**src/rtl/mux2_bus_arbiter_if.sv**
```systemverilog
// Handshake and data bundle between two requesters and the shared mux arbiter.
// The requester side drives req/data; the arbiter side returns grants and the registered word.
interface mux2_bus_arbiter_if #(
    parameter int WIDTH = 4
);
    logic             req_a;
    logic             req_b;
    logic [WIDTH-1:0] a;
    logic [WIDTH-1:0] b;
    logic             grant_a;
    logic             grant_b;
    logic             select;
    logic [WIDTH-1:0] out;
    logic             out_valid;

    modport master (
        output req_a, req_b, a, b,
        input  grant_a, grant_b, select, out, out_valid
    );

    modport slave (
        input  req_a, req_b, a, b,
        output grant_a, grant_b, select, out, out_valid
    );
endinterface

```
**src/rtl/mux2_bus_arbiter.sv**
```systemverilog
// Round-robin arbiter for a shared 2:1 data mux with a hold limit under contention.
// Grants decode from the state register; the selected word is registered onto out.
module mux2_bus_arbiter #(
    parameter int WIDTH    = 4,
    parameter int MAX_HOLD = 4
) (
    input logic              clk,
    input logic              reset,
    mux2_bus_arbiter_if.slave bus
);

    localparam int HW = $clog2(MAX_HOLD) + 1;
    localparam logic [HW-1:0] HOLD_LAST = HW'(MAX_HOLD - 1);
    localparam logic [HW-1:0] HOLD_SAT  = '1;

    typedef enum logic [1:0] {
        IDLE    = 2'd0,
        GRANT_A = 2'd1,
        GRANT_B = 2'd2
    } state_t;

    state_t           state_q, state_d;
    logic             last_b_q, last_b_d;
    logic [HW-1:0]    hold_q, hold_d;
    logic [WIDTH-1:0] out_q, out_d;
    logic             valid_q, valid_d;

    logic ga, gb;
    logic xfer_a, xfer_b;

    // State register
    always_ff @(posedge clk or posedge reset) begin
        if (reset) begin
            state_q  <= IDLE;
            last_b_q <= 1'b1;
            hold_q   <= '0;
        end else begin
            state_q  <= state_d;
            last_b_q <= last_b_d;
            hold_q   <= hold_d;
        end
    end

    // Next-state logic
    always_comb begin
        state_d = state_q;
        unique case (state_q)
            IDLE: begin
                if (bus.req_a && bus.req_b)
                    state_d = last_b_q ? GRANT_A : GRANT_B;
                else if (bus.req_a)
                    state_d = GRANT_A;
                else if (bus.req_b)
                    state_d = GRANT_B;
            end
            GRANT_A: begin
                if (!bus.req_a)
                    state_d = bus.req_b ? GRANT_B : IDLE;
                else if (bus.req_b && hold_q == HOLD_LAST)
                    state_d = GRANT_B;
            end
            GRANT_B: begin
                if (!bus.req_b)
                    state_d = bus.req_a ? GRANT_A : IDLE;
                else if (bus.req_a && hold_q == HOLD_LAST)
                    state_d = GRANT_A;
            end
            default: state_d = IDLE;
        endcase
    end

    // Hold counter only advances on contended cycles kept by the same owner
    always_comb begin
        hold_d = '0;
        if (state_d == state_q && bus.req_a && bus.req_b &&
            state_q != IDLE) begin
            hold_d = (hold_q == HOLD_SAT) ? hold_q : hold_q + 1'b1;
        end
    end

    always_comb begin
        last_b_d = last_b_q;
        if (state_d == GRANT_A)
            last_b_d = 1'b0;
        else if (state_d == GRANT_B)
            last_b_d = 1'b1;
    end

    // Output decode
    always_comb begin
        ga = 1'b0;
        gb = 1'b0;
        unique case (state_q)
            GRANT_A: ga = 1'b1;
            GRANT_B: gb = 1'b1;
            default: ;
        endcase
    end

    assign bus.grant_a   = ga;
    assign bus.grant_b   = gb;
    assign bus.select    = gb;
    assign bus.out       = out_q;
    assign bus.out_valid = valid_q;

    assign xfer_a = ga & bus.req_a;
    assign xfer_b = gb & bus.req_b;

    always_comb begin
        out_d   = out_q;
        valid_d = 1'b0;
        if (xfer_a) begin
            out_d   = bus.a;
            valid_d = 1'b1;
        end else if (xfer_b) begin
            out_d   = bus.b;
            valid_d = 1'b1;
        end
    end

    always_ff @(posedge clk or posedge reset) begin
        if (reset) begin
            out_q   <= '0;
            valid_q <= 1'b0;
        end else begin
            out_q   <= out_d;
            valid_q <= valid_d;
        end
    end

endmodule

```
**src/flat_wrapper.sv**
```systemverilog
// flat-port wrapper written by rule: the top's interface ports become plain ports
module mux2_bus_arbiter_flat 
#(
    parameter int WIDTH    = 4,
    parameter int MAX_HOLD = 4
)
  (clk, reset, bus_req_a, bus_req_b, bus_a, bus_b, bus_grant_a, bus_grant_b, bus_select, bus_out, bus_out_valid);
  mux2_bus_arbiter_if #(.WIDTH(WIDTH)) bus_i ();
  input logic clk;
  input logic reset;
  input wire logic [$bits(bus_i.req_a)-1:0] bus_req_a;
  input wire logic [$bits(bus_i.req_b)-1:0] bus_req_b;
  input wire logic [$bits(bus_i.a)-1:0] bus_a;
  input wire logic [$bits(bus_i.b)-1:0] bus_b;
  output wire logic [$bits(bus_i.grant_a)-1:0] bus_grant_a;
  output wire logic [$bits(bus_i.grant_b)-1:0] bus_grant_b;
  output wire logic [$bits(bus_i.select)-1:0] bus_select;
  output wire logic [$bits(bus_i.out)-1:0] bus_out;
  output wire logic [$bits(bus_i.out_valid)-1:0] bus_out_valid;
  assign bus_i.req_a = bus_req_a;
  assign bus_i.req_b = bus_req_b;
  assign bus_i.a = bus_a;
  assign bus_i.b = bus_b;
  assign bus_grant_a = bus_i.grant_a;
  assign bus_grant_b = bus_i.grant_b;
  assign bus_select = bus_i.select;
  assign bus_out = bus_i.out;
  assign bus_out_valid = bus_i.out_valid;
  mux2_bus_arbiter #(.WIDTH(WIDTH), .MAX_HOLD(MAX_HOLD)) u_core (.clk(clk), .reset(reset), .bus(bus_i));
endmodule
```
**config.mk**
```make
export PLATFORM = sky130hd
export DESIGN_NAME = mux2_bus_arbiter_flat
export DESIGN_NICKNAME = d
export VERILOG_FILES = /design/src/rtl/mux2_bus_arbiter_if.sv /design/src/rtl/mux2_bus_arbiter.sv /design/src/flat_wrapper.sv
export SDC_FILE = /design/constraint.sdc
export NUM_CORES = 1
export LEC_CHECK = 0
export CAP_MARGIN = 0
export CELL_PAD_IN_SITES_DETAIL_PLACEMENT = 1
export CELL_PAD_IN_SITES_GLOBAL_PLACEMENT = 1
export CORE_UTILIZATION = 26
export DETAILED_ROUTE_END_ITERATION = 10
export DONT_BUFFER_PORTS = 1
export PLACE_DENSITY = 0.47
export SETUP_SLACK_MARGIN = 0.5
export SLEW_MARGIN = 15
export SYNTH_ARGS = -nofsm -noshare
export SYNTH_HDL_FRONTEND = slang
export SYNTH_SLANG_ARGS = --single-unit
```
**constraint.sdc**
```tcl
create_clock -name clk -period 2.5 [get_ports clk]
set_input_delay 0.25 -clock clk [delete_from_list [all_inputs] [get_ports clk]]
set_output_delay 0.25 -clock clk [all_outputs]
set_load 0.02 [all_outputs]
```
After elaboration in Yosys (flattened, before gate mapping):

Index checks and enable logic that the tools add are counted.

* $add $sub $neg: 1
* multiply operators: 0
* div/mod/pow operators: 0
* order comparisons: 0
* eq/ne operators: 8
* shift-type cells: 0
* muxes and demuxes: 21
* bitwise gates (word level): 2
* reductions and logical operators: 10

Operator list (number)
* 2-to-1 mux 2 bit: 9
* 2-to-1 mux 4 bit: 2
* 2-to-1 mux 1 bit: 7
* logical AND 1 bit: 6
* 2-to-1 mux 3 bit: 2
* one-hot mux 2 bit (3 select lines): 1
* nonzero test 2 bit: 3
* == test 2 x 1 -> 1 bit (second input constant): 2
* == test 2 bit (second input constant): 2
* adder 3 x 1 -> 3 bit (second input constant): 1
* == test 3 x 2 -> 1 bit (second input constant): 1
* == test 3 bit (second input constant): 1
* bitwise AND 1 bit: 2
* == test 2 bit: 1
* zero test 2 bit: 1
* inequality test 2 bit (second input constant): 1

* register bits: 11
* bits in latches: 0
* memory bits (writable): 0
* ROM bits: 0
* output and inout port bits: 8
* word-level logic and storage cells: 47
* memories kept: 0

Logic depth before layout (Yosys ltp):

Gate-level depths: netlist of run 1.

* depth after elaboration: 10
* gate-level depth with buffers: 7
* mapped depth without buffers: 7

Least setup slack after synthesis of run 1:

OpenSTA, ideal clock, no wires.

* path type: reg2reg
* start: register u_core.hold_q[0]
* end: register u_core.last_b_q
* arrival: 1648 ps
* required time: 2425 ps
* setup slack: 777 ps
* stages on the path, launching flop included: 7
* buffers on the path: 0
* clock period less this slack: 1723 ps
* cell sequence: dfrtp_1 > ha_1 > ha_1 > o31ai_1 > o211ai_1 > ha_1 > mux2i_1

* word-level cells in the longest chain between the ends: 7

RTL lines
* start: declaration: RTL line mux2_bus_arbiter.sv:24 `logic [HW-1:0] hold_q, hold_d;`
* start signal: assignment: RTL line mux2_bus_arbiter.sv:40 `hold_q <= hold_d;`
* == test 3 x 2 -> 1 bit *: RTL line mux2_bus_arbiter.sv:59, mux2_bus_arbiter.sv:65
* logical AND 1 bit (on tied branches): RTL line mux2_bus_arbiter.sv:65, mux2_bus_arbiter.sv:59
* 2-to-1 mux 2 bit (on tied branches): RTL line mux2_bus_arbiter.sv:65, mux2_bus_arbiter.sv:59
* 2-to-1 mux 2 bit (on tied branches): RTL line mux2_bus_arbiter.sv:63, mux2_bus_arbiter.sv:57
* one-hot mux 2 bit (3 select lines) *: RTL line mux2_bus_arbiter.sv:47 `unique case (state_q)`
* == test 2 x 1 -> 1 bit or == test 2 bit (tied branches): RTL line mux2_bus_arbiter.sv:83, mux2_bus_arbiter.sv:85
* 2-to-1 mux 1 bit or nonzero test 2 bit (tied branches)
* end signal: assignment: RTL line mux2_bus_arbiter.sv:39 `last_b_q <= last_b_d;`
* end: declaration: RTL line mux2_bus_arbiter.sv:23 `logic last_b_q, last_b_d;`

Mark *: on every way between the ends. The rest lies on a longest branch, timed or not.
A chain may end at the register's enable or synchronous reset.

Final worst setup path of run 1:

Same ends and word-level chain as after synthesis.

==> results of run 1 <==
==> metal layers <==
layer	vias to the layer above	wire (um)	GRT usage, %
met2	13	611	19.1
met3	0	78	6.67
met1	218	558	13.8
met4	0	0	1.39
li1	203	-	-
met5	-	0	0
==> worst register-to-register path: stages, from the launching register on <==
cell      delay (ps)
dfrtp_1          390
ha_1             220
ha_1             220
o31ai_1          310
o211ai_1         130
ha_1             300
mux2i_1          180
==> cells by family after synthesis <==
family / Yosys count / synth area share [%]
buffers and inverters: 9 / 7.41
AND/OR/NAND/NOR: 13 / 11.1
adder cells (fa/ha/maj): 4 / 8.23
AO/OA/AOI/OAI: 15 / 18.7
flip-flops: 11 / 45.5
XOR/XNOR: 1 / 1.44
multiplexers: 4 / 7.61
==> registers in the layout, indices dropped and copies added, names as in the netlist <==
register,count
u_core.bus.out_valid,1
u_core.state_q,2
u_core.last_b_q,1
u_core.hold_q,3
u_core.bus.out,4
==> cells in the mapped netlist (all sizes together) <==
| cell | count |
|---|---|
| mux2i | 2 |
| a211oi | 1 |
| dfstp | 1 |
| nor2 | 6 |
| a21oi | 1 |
| o211ai | 2 |
| dfrtp | 10 |
| o2111ai | 1 |
| and3b | 2 |
| nor2b | 2 |
| clkbuf | 1 |
| inv | 6 |
| buf | 2 |
| a21o | 3 |
| mux2 | 2 |
| o211a | 1 |
| o21ai | 1 |
| and2b | 1 |
| nand2 | 2 |
| ha | 4 |
| xor2 | 1 |
| o31ai | 1 |
| a22o | 3 |
| a31oi | 1 |
==> area by class of cell <==
type	instances	share of cell area, %
multi-input combinational	37	43.6
sequential	11	42.1
tap	28	5.33
clock buffer	4	4.00
inverter	6	3.43
timing repair buffer	1	1.52
==> power by group through the flow <==
stage	clock network (W)	logic, W	registers [W]
5_1_grt	0.000142	0.000135	0.000314
2_1_floorplan	0	0.000110	0.000297
6_report	0.000121	0.000117	0.000304
4_1_cts	0.000131	0.000120	0.000306
3_3_place_gp	0	0.000115	0.000307
3_5_place_dp	0	0.000118	0.000309
==> final timing paths <==
path,start,to,slack (ps),cells after the start
max in group asynchronous,reset,u_core.last_b_q,1730,2
setup reg to reg,u_core.hold_q[0],u_core.last_b_q,670,6
hold / removal,bus_req_a,u_core.state_q[0],110,2
setup / recovery,u_core.hold_q[0],u_core.last_b_q,670,6
min in group asynchronous,reset,u_core.bus.out_valid,440,2
hold reg to reg,u_core.last_b_q,u_core.last_b_q,500,2
==> cell usage in the layout (no fill, tap or decap), types with 2 or more instances in the layout <==
master	count
a21o_1	3
a22o_1	3
and3b_1	2
clkbuf_4	3
dfrtp_1	10
ha_1	4
inv_1	6
mux2i_1	2
nand2_1	2
nor2_1	6
nor2b_1	2
o211ai_1	2
==> through the flow <==
| stage | instance area (um2) | instances | utilization [%] | setup WS, ps | hold WS, ps |
|---|---|---|---|---|---|
| 3_5_place_dp | 621 | 82 | 28.1 | 668 | 166 |
| 3_3_place_gp | 621 | 82 | 28.1 | 683 | 166 |
| 6_report | 657 | 87 | 29.7 | 667 | 114 |
| 4_1_cts | 657 | 87 | 29.7 | 649 | 103 |
| 2_1_floorplan | 608 | 57 | - | 777 | 102 |
| 5_1_grt | 657 | 87 | 29.7 | 523 | 98.9 |
==> run_results.csv, run 1 <==
group,metric,value,unit
placed_design,place_congestion,0.632,
die,coreArea,2210,um2
setup_path,arrival,2030,ps
clocking,clkTransAtPathRegs,70,ps
drt,drt_wl_total,1.25,mm
timing,period_share,73.3,%
timing,max_freq,546,MHz
timing,setup_viol,0,
setup_path,cp_top_family,"adder cells",
cells_and_area,regArea,277,um2
setup_path,crit_type,"flop to flop",
yosys,synthCells,57,
clocking,root_buffer,"clkbuf_4",
die,rows,17,
drt,vias,434,
power,power_frac_clock,22.3,%
setup_path,end_kind,"flop",
drt,routedWlPerCell,14.3,um
drt,dr.pass1.iters,2,
timing,relSlewSlack,68.9,%
timing,hold_viol,0,
setup_path,critPathBufInv,0,
status,outcome,"completed",
clocking,cts_setup_buffers,0,
yosys,synth_area,608,um2
yosys,ys_top_cells_by_area,"dfrtp_1, ha_1, dfstp_2",
cells_and_area,drive_above_1_share,10.2,%
yosys,ys_ff_latch,11,
power,finalPower,0.000542,W
setup_path,required,2700,ps
placed_design,io_buffers,0,
yosys,syn_nets,73,
power,p_comb_share,21.6,%
yosys,syn_area_per_cell,10.7,um2
power,vdd_drop_max,0.000344,V
global_route,grt_pass1_vias,461,
global_route,grt_usage,11.8,%
cells_and_area,multiInputGateArea,287,um2
global_route,grt_max_degree,12,
clocking,hold_buffers,1,
drt,viasPerCell,4.99,
clocking,cts_tree,"yes",
cells_and_area,area_growth,8.02,%
yosys,ys_seq_area_share,45.5,%
power,p_switching,0.000193,W
setup_path,crit_fanout,4,
clocking,htreeDepth,1,
die,ios,20,
cells_and_area,nets,76,
yosys,yosysTopAreaCell,"dfrtp_1",
clocking,cts_made_buffers,3,
global_route,antenna_found_initial,0,
yosys,synth_top_area_share,41.2,%
power,p_int,0.000349,W
global_route,grt_pass1_wl,2.13,mm
timing,period_minus_slack,1830,ps
timing,tightest_slew,465,ps
timing,rsz0062_at_grt,"false",
yosys,ys_warn_count,0,
power,pwr-share-seq,56.2,%
clocking,cts_resized,0,
global_route,grt.overflow.total,0,
timing,setup_tns,0,ps
die,start_util,27.5,%
yosys,ys_types,26,
setup_path,crit_chain,"ha_1, ha_1, o31ai_1, o211ai_1, ha_1, mux2i_1",
cells_and_area,fillers,260,
drt,drt_iter0_drc,1,
setup_path,path_common_cell,"ha_1",
power,power_leakage,0.338,nW
clocking,cts_buffer_depth,2,
cells_and_area,diodes,0,
timing,finalMaxSlewViolations,0,
drt,ant_nets,0,
flow_run,cap_viol_max_count,0,
setup_path,cpPeakStageDelay,390,ps
die,die_h,50.4,um
power,p_per_area,825,nW/um2
hold_path,hp-class,"input pin to flop",
setup_path,crit_path_top_delay_cell,"dfrtp_1",
power,swShare,35.6,%
clocking,clock_sinks,11,
placed_design,dp_hpwl,939,um
setup_path,start_kind,"flop",
drt,route.detailed.drc,0,
timing,final.setup_skew,0.897,ps
clocking,clk_latency,260,ps
die,die_w,50.4,um
die,dieArea,2540,um2
Note: power is estimated with default switching activity, not from simulation.
==> inputs of run 2 (changes only) <==
==> constraint.sdc (replaced) <==
create_clock -name clk -period 1.9 [get_ports clk]
set_input_delay 0.19 -clock clk [delete_from_list [all_inputs] [get_ports clk]]
set_output_delay 0.19 -clock clk [all_outputs]
set_load 0.02 [all_outputs]
==> run 2 against run 1 <==
Effect of this change:
- combinational power increased by 70%
- clock power increased by 27%
- die area unchanged
- clock-buffer cell count unchanged
- worst setup slack got worse by 440 ps
- critical endpoint unchanged
==> run_results.csv, run 2 (same netlist as run 1, synthesis figures left out) <==
group,metric,value,unit
drt,drt_iter0_drc,3,
global_route,grt_max_degree,12,
setup_path,cpPeakStageDelay,400,ps
cells_and_area,drive_above_1_share,35.8,%
cells_and_area,largest_register_ffs,4,
setup_path,crit_path_top_delay_cell,"dfrtp_1",
drt,ant_nets,0,
timing,setup_tns,0,ps
timing,final.setup_skew,3.10,ps
power,vdd_drop_max,0.000539,V
cells_and_area,final_util,35.1,%
die,start_util,27.5,%
cells_and_area,multiInputGateArea,342,um2
hold_path,min_from,"bus_a[1]",
power,p_comb_share,26.1,%
placed_design,place_congestion,0.662,
power,swShare,35.0,%
cells_and_area,mostFrequentLayoutCells,"dfrtp_1, buf_4, nor2_1, inv_1",
global_route,grt_pass1_vias,404,
power,pwr-share-seq,53.6,%
setup_path,reg2reg_slack,230,ps
clocking,cts_made_buffers,3,
timing,period_minus_slack,1670,ps
die,die_w,50.4,um
power,p_per_area,981,nW/um2
timing,setup_viol,0,
setup_path,r2r-start,"u_core.hold_q[0]",
setup_path,crit_start,"u_core.hold_q[0]",
cells_and_area,fillers,258,
setup_path,endpoint,"u_core.last_b_q",
setup_path,end_kind,"flop",
global_route,antenna_found_initial,0,
cells_and_area,diodes,0,
drt,vias,443,
setup_path,rr_worst_depth,7,
clocking,clk_latency,260,ps
hold_path,hp-class,"input pin to flop",
power,p_int,0.000494,W
power,p_switching,0.000267,W
setup_path,path_common_cell,"ha_4",
drt,viasPerCell,4.66,
clocking,clkTransAtPathRegs,70,ps
cells_and_area,area_growth,27.6,%
power,power_frac_clock,20.3,%
hold_path,hold_depth,1,
clocking,cts_tree,"yes",
placed_design,dp_hpwl,884,um
global_route,grt.overflow.total,0,
drt,drt_wl_total,1.24,mm
flow_run,cap_viol_max_count,0,
drt,route.detailed.drc,0,
timing,hold_viol,0,
cells_and_area,regArea,278,um2
timing,finalMaxSlewViolations,0,
setup_path,r2r-end,"u_core.last_b_q",
die,coreArea,2210,um2
clocking,htreeDepth,1,
die,die_h,50.4,um
timing,tightest_slew,438,ps
cells_and_area,nets,84,
cells_and_area,mostFrequentLayoutCell,"dfrtp_1",
drt,routedWlPerCell,13.1,um
power,power_leakage,0.378,nW
timing,relSlewSlack,70.8,%
global_route,grt_usage,10.5,%
setup_path,arrival,1860,ps
timing,period_share,87.9,%
global_route,grt_pass1_wl,1.86,mm
die,ios,20,
clocking,cts_buffer_depth,2,
die,rows,17,
drt,dr.pass1.iters,3,
timing,rsz0062_at_grt,"true",
setup_path,start_kind,"flop",
setup_path,crit_chain,"ha_4, ha_4, inv_4, a211oi_2, o211ai_1, ha_1, mux2i_1",
setup_path,crit_fanout,4,
die,dieArea,2540,um2
setup_path,required,2090,ps
clocking,root_buffer,"clkbuf_4",
timing,max_freq,599,MHz
placed_design,io_buffers,0,
setup_path,crit_type,"flop to flop",
cells_and_area,final_cells,95,
placed_design,placed_cells,83,
status,outcome,"completed",
clocking,clock_sinks,11,
-- run 2: worst min-delay path by stage --
stage	end	slack [ps]
after floorplan	u_core.bus.out[0]	40
after global placement	u_core.bus.out[0]	100
after detailed placement	u_core.bus.out[0]	110
after CTS	u_core.bus.out[1]	60
after global routing	u_core.bus.out[1]	60
final	u_core.bus.out[1]	80
-- run 2: power groups by stage --
stage	clock network (W)	logic (W)	registers, W
final	0.000154	0.000199	0.000408
after global routing	0.000177	0.000223	0.000417
after CTS	0.000167	0.000199	0.000407
after detailed placement	0	0.000172	0.000410
after global placement	0	0.000171	0.000411
after floorplan	0	0.000156	0.000395
-- run 2: area by class of cell --
cell class                      count  area share (%)
Inverter                            6            3.23
Sequential cell                    11            35.8
Tap cell                           28            4.52
Clock buffer                        4            3.39
Timing Repair Buffer                9            9.03
Multi-Input combinational cell     37            44.0
-- run 2: per-stage QoR --
step / instance area (um2) / power (W) / hold WS, ps / setup WS [ps]
final: 776 / 0.000761 / 75.5 / 231
after global routing: 776 / 0.000817 / 57.9 / 117
after detailed placement: 662 / 0.000582 / 109 / 218
after global placement: 662 / 0.000582 / 104 / 208
after floorplan: 642 / 0.000551 / 41.7 / 349
after CTS: 756 / 0.000773 / 62.1 / 251
-- run 2: critical path, delay by kind of cell, from the launching register on --
kind	cells	cell delay [ps]
AOI/OAI and AO/OA	2	340
adders and majority gates	3	640
buffers and inverters	1	40
DFF	1	400
muxes	1	180
-- run 2: layer usage --
layer  global-route usage (%)  share of wire [%]  up-vias
met1                     12.9                 46      214
met5                        0                  0        -
li1                         -                  -      220
met4                     4.17               0.65        0
met2                     16.0                 50        7
met3                     4.85                3.7        2
-- run 2: repair_timing --
action | 4_1_cts | 5_1_grt
hold endpoints to repair | 10 | 0
hold buffers | 1 | 0
setup buffers | 6 | 1
pin swaps | 4 | 5
setup endpoints to repair | 7 | 7
cloned | 0 | 0
resized for setup | 4 | 5
==> inputs of run 3 (changes only) <==
--- a/config.mk
+++ b/config.mk
@@ -11,7 +11,7 @@
 export CORE_UTILIZATION = 26
 export DETAILED_ROUTE_END_ITERATION = 10
 export DONT_BUFFER_PORTS = 1
-export PLACE_DENSITY = 0.47
+export PLACE_DENSITY = 0.58
 export SETUP_SLACK_MARGIN = 0.5
 export SLEW_MARGIN = 15
 export SYNTH_ARGS = -nofsm -noshare
==> constraint.sdc (replaced) <==
create_clock -name clk -period 1.6 [get_ports clk]
set_input_delay 0.16 -clock clk [delete_from_list [all_inputs] [get_ports clk]]
set_output_delay 0.16 -clock clk [all_outputs]
set_load 0.02 [all_outputs]
==> run 3 against run 2 <==
Effect of this change:
- the flow now finishes with violations (setup timing)
- critical path depth unchanged
- combinational power rose by 85%
- sequential power grew 15%
- largest cell class unchanged
- clock skew grew 3.5 ps
- non-clock buffer count up 13
- maximum frequency increased by 2.2%
- register-to-register slack got worse by 260 ps
==> run_results.csv, run 3 (same netlist as run 1, synthesis figures left out) <==
group,metric,value,unit
status,outcome,"finished, violations left",
status,violations,"setup timing",
timing,setup_viol,1,
timing,rsz0062_at_grt,"true",
die,dieArea,2540,um2
hold_path,hp-class,"input pin to flop",
clocking,root_buffer,"clkbuf_4",
die,die_w,50.4,um
timing,relSlewSlack,69.8,%
timing,period_share,102,%
clocking,clkTransAtPathRegs,80,ps
timing,hold_viol,0,
drt,drt_iter0_drc,3,
power,power_leakage,0.464,nW
die,die_h,50.4,um
die,coreArea,2210,um2
setup_path,start_kind,"flop",
clocking,htreeDepth,1,
setup_path,end_kind,"flop",
die,ios,20,
timing,max_freq,612,MHz
timing,worst_slack,-33.7,ps
cells_and_area,mostFrequentLayoutCell,"buf_4",
global_route,grt.overflow.total,0,
die,start_util,27.5,%
drt,dr.pass1.iters,2,
power,vdd_drop_max,0.000466,V
drt,routedWlPerCell,15.3,um
placed_design,place_congestion,0.709,
flow_run,cap_viol_max_count,0,
timing,finalMaxSlewViolations,0,
placed_design,dp_hpwl,987,um
global_route,grt_pass1_vias,582,
drt,drt_wl_total,1.65,mm
clocking,cts_made_buffers,3,
cells_and_area,area_growth,54.7,%
timing,period_minus_slack,1630,ps
timing,tightest_slew,453,ps
cells_and_area,drive_above_1_share,50.0,%
global_route,grt_max_degree,12,
clocking,cts_buffer_depth,2,
setup_path,crit_fanout,4,
timing,setup_tns,-33.7,ps
placed_design,io_buffers,0,
global_route,grt_usage,15.3,%
power,p_per_area,1110,nW/um2
cells_and_area,diodes,0,
cells_and_area,largest_register_ffs,4,
timing,final.setup_skew,6.60,ps
drt,route.detailed.drc,0,
timing,worst_hold_slack,21.5,ps
setup_path,arrival,1850,ps
setup_path,crit_type,"flop to flop",
cells_and_area,nets,97,
die,rows,17,
global_route,grt_pass1_wl,2.73,mm
clocking,clock_sinks,11,
clocking,cts_tree,"yes",
global_route,antenna_found_initial,0,
setup_path,required,1810,ps
clocking,clk_latency,280,ps
drt,viasPerCell,4.88,
cells_and_area,mostFrequentLayoutCells,"buf_4, buf_6, dfrtp_1, inv_1, nor2_1",
drt,ant_nets,0,
drt,vias,527,
## run 3: cell types whose count changed in the layout (fill, tap and decap cells not counted), sizes merged
cell | before | now
buf | 8 | 21
## run 3: path summary, 6_finish.rpt
| kind | cells after the start | slack [ps] | start | endpoint |
|---|---|---|---|---|
| worst max-delay path | 7 | -30 | u_core.hold_q[0] | u_core.last_b_q |
| worst min-delay path | 1 | 20 | bus_req_b | u_core.state_q[1] |
| worst max register to register | 7 | -30 | u_core.hold_q[0] | u_core.last_b_q |
| worst min register to register | 3 | 610 | u_core.last_b_q | u_core.last_b_q |
| max in group asynchronous | 2 | 940 | reset | u_core.last_b_q |
| min in group asynchronous | 2 | 320 | reset | u_core.hold_q[0] |
## run 3: through the flow
stage	worst slack, ps	utilization (%)	power, W	cell area (um2)	cells
final	-33.7	42.5	0.00104	941	108
after global routing	-167	42.5	0.00111	941	108
after CTS	-34.9	40.7	0.00103	901	104
after detailed placement	-36.4	32.0	0.000727	708	89
after global placement	-42.5	32.0	0.000716	708	89
after floorplan	61.6	-	0.000655	644	57
## run 3: layout make-up
class,instances,area [um2]
Clock buffer,4,26.3
Fill cell,256,1270
Timing Repair Buffer,22,205
Inverter,6,25.0
Sequential cell,11,279
Multi-Input combinational cell,37,370
Tap cell,28,35.0
## run 3: what timing repair did
action | CTS | global route
cloned | 0 | 0
resized for setup | 21 | 3
pin swaps | 9 | 3
hold buffers | 1 | 0
hold endpoints to repair | 10 | 0
buffers inserted | 10 | 4
setup endpoints to repair | 14 | 14
## run 3: worst max-delay path, stage by stage (launching register included)
cell      delay (ps)
dfrtp_1          400
ha_4             170
ha_4             180
inv_4             40
a211oi_2         170
o211ai_1         130
ha_1             300
mux2i_1          180
## run 3: per-layer routing
metal,share of wire (%),vias up,track usage [%]
li1,-,247,-
met1,35,261,15.3
met2,57,17,29.3
met3,6.5,2,5.76
met4,0.60,0,3.70
met5,0,-,0
## run 3: where the power goes
group / total [W] / switching (W) / internal, W
registers: 0.000471 / 0.000115 / 0.000356
logic: 0.000368 / 0.000150 / 0.000218
clock network: 0.000201 / 0.000104 / 0.0000969
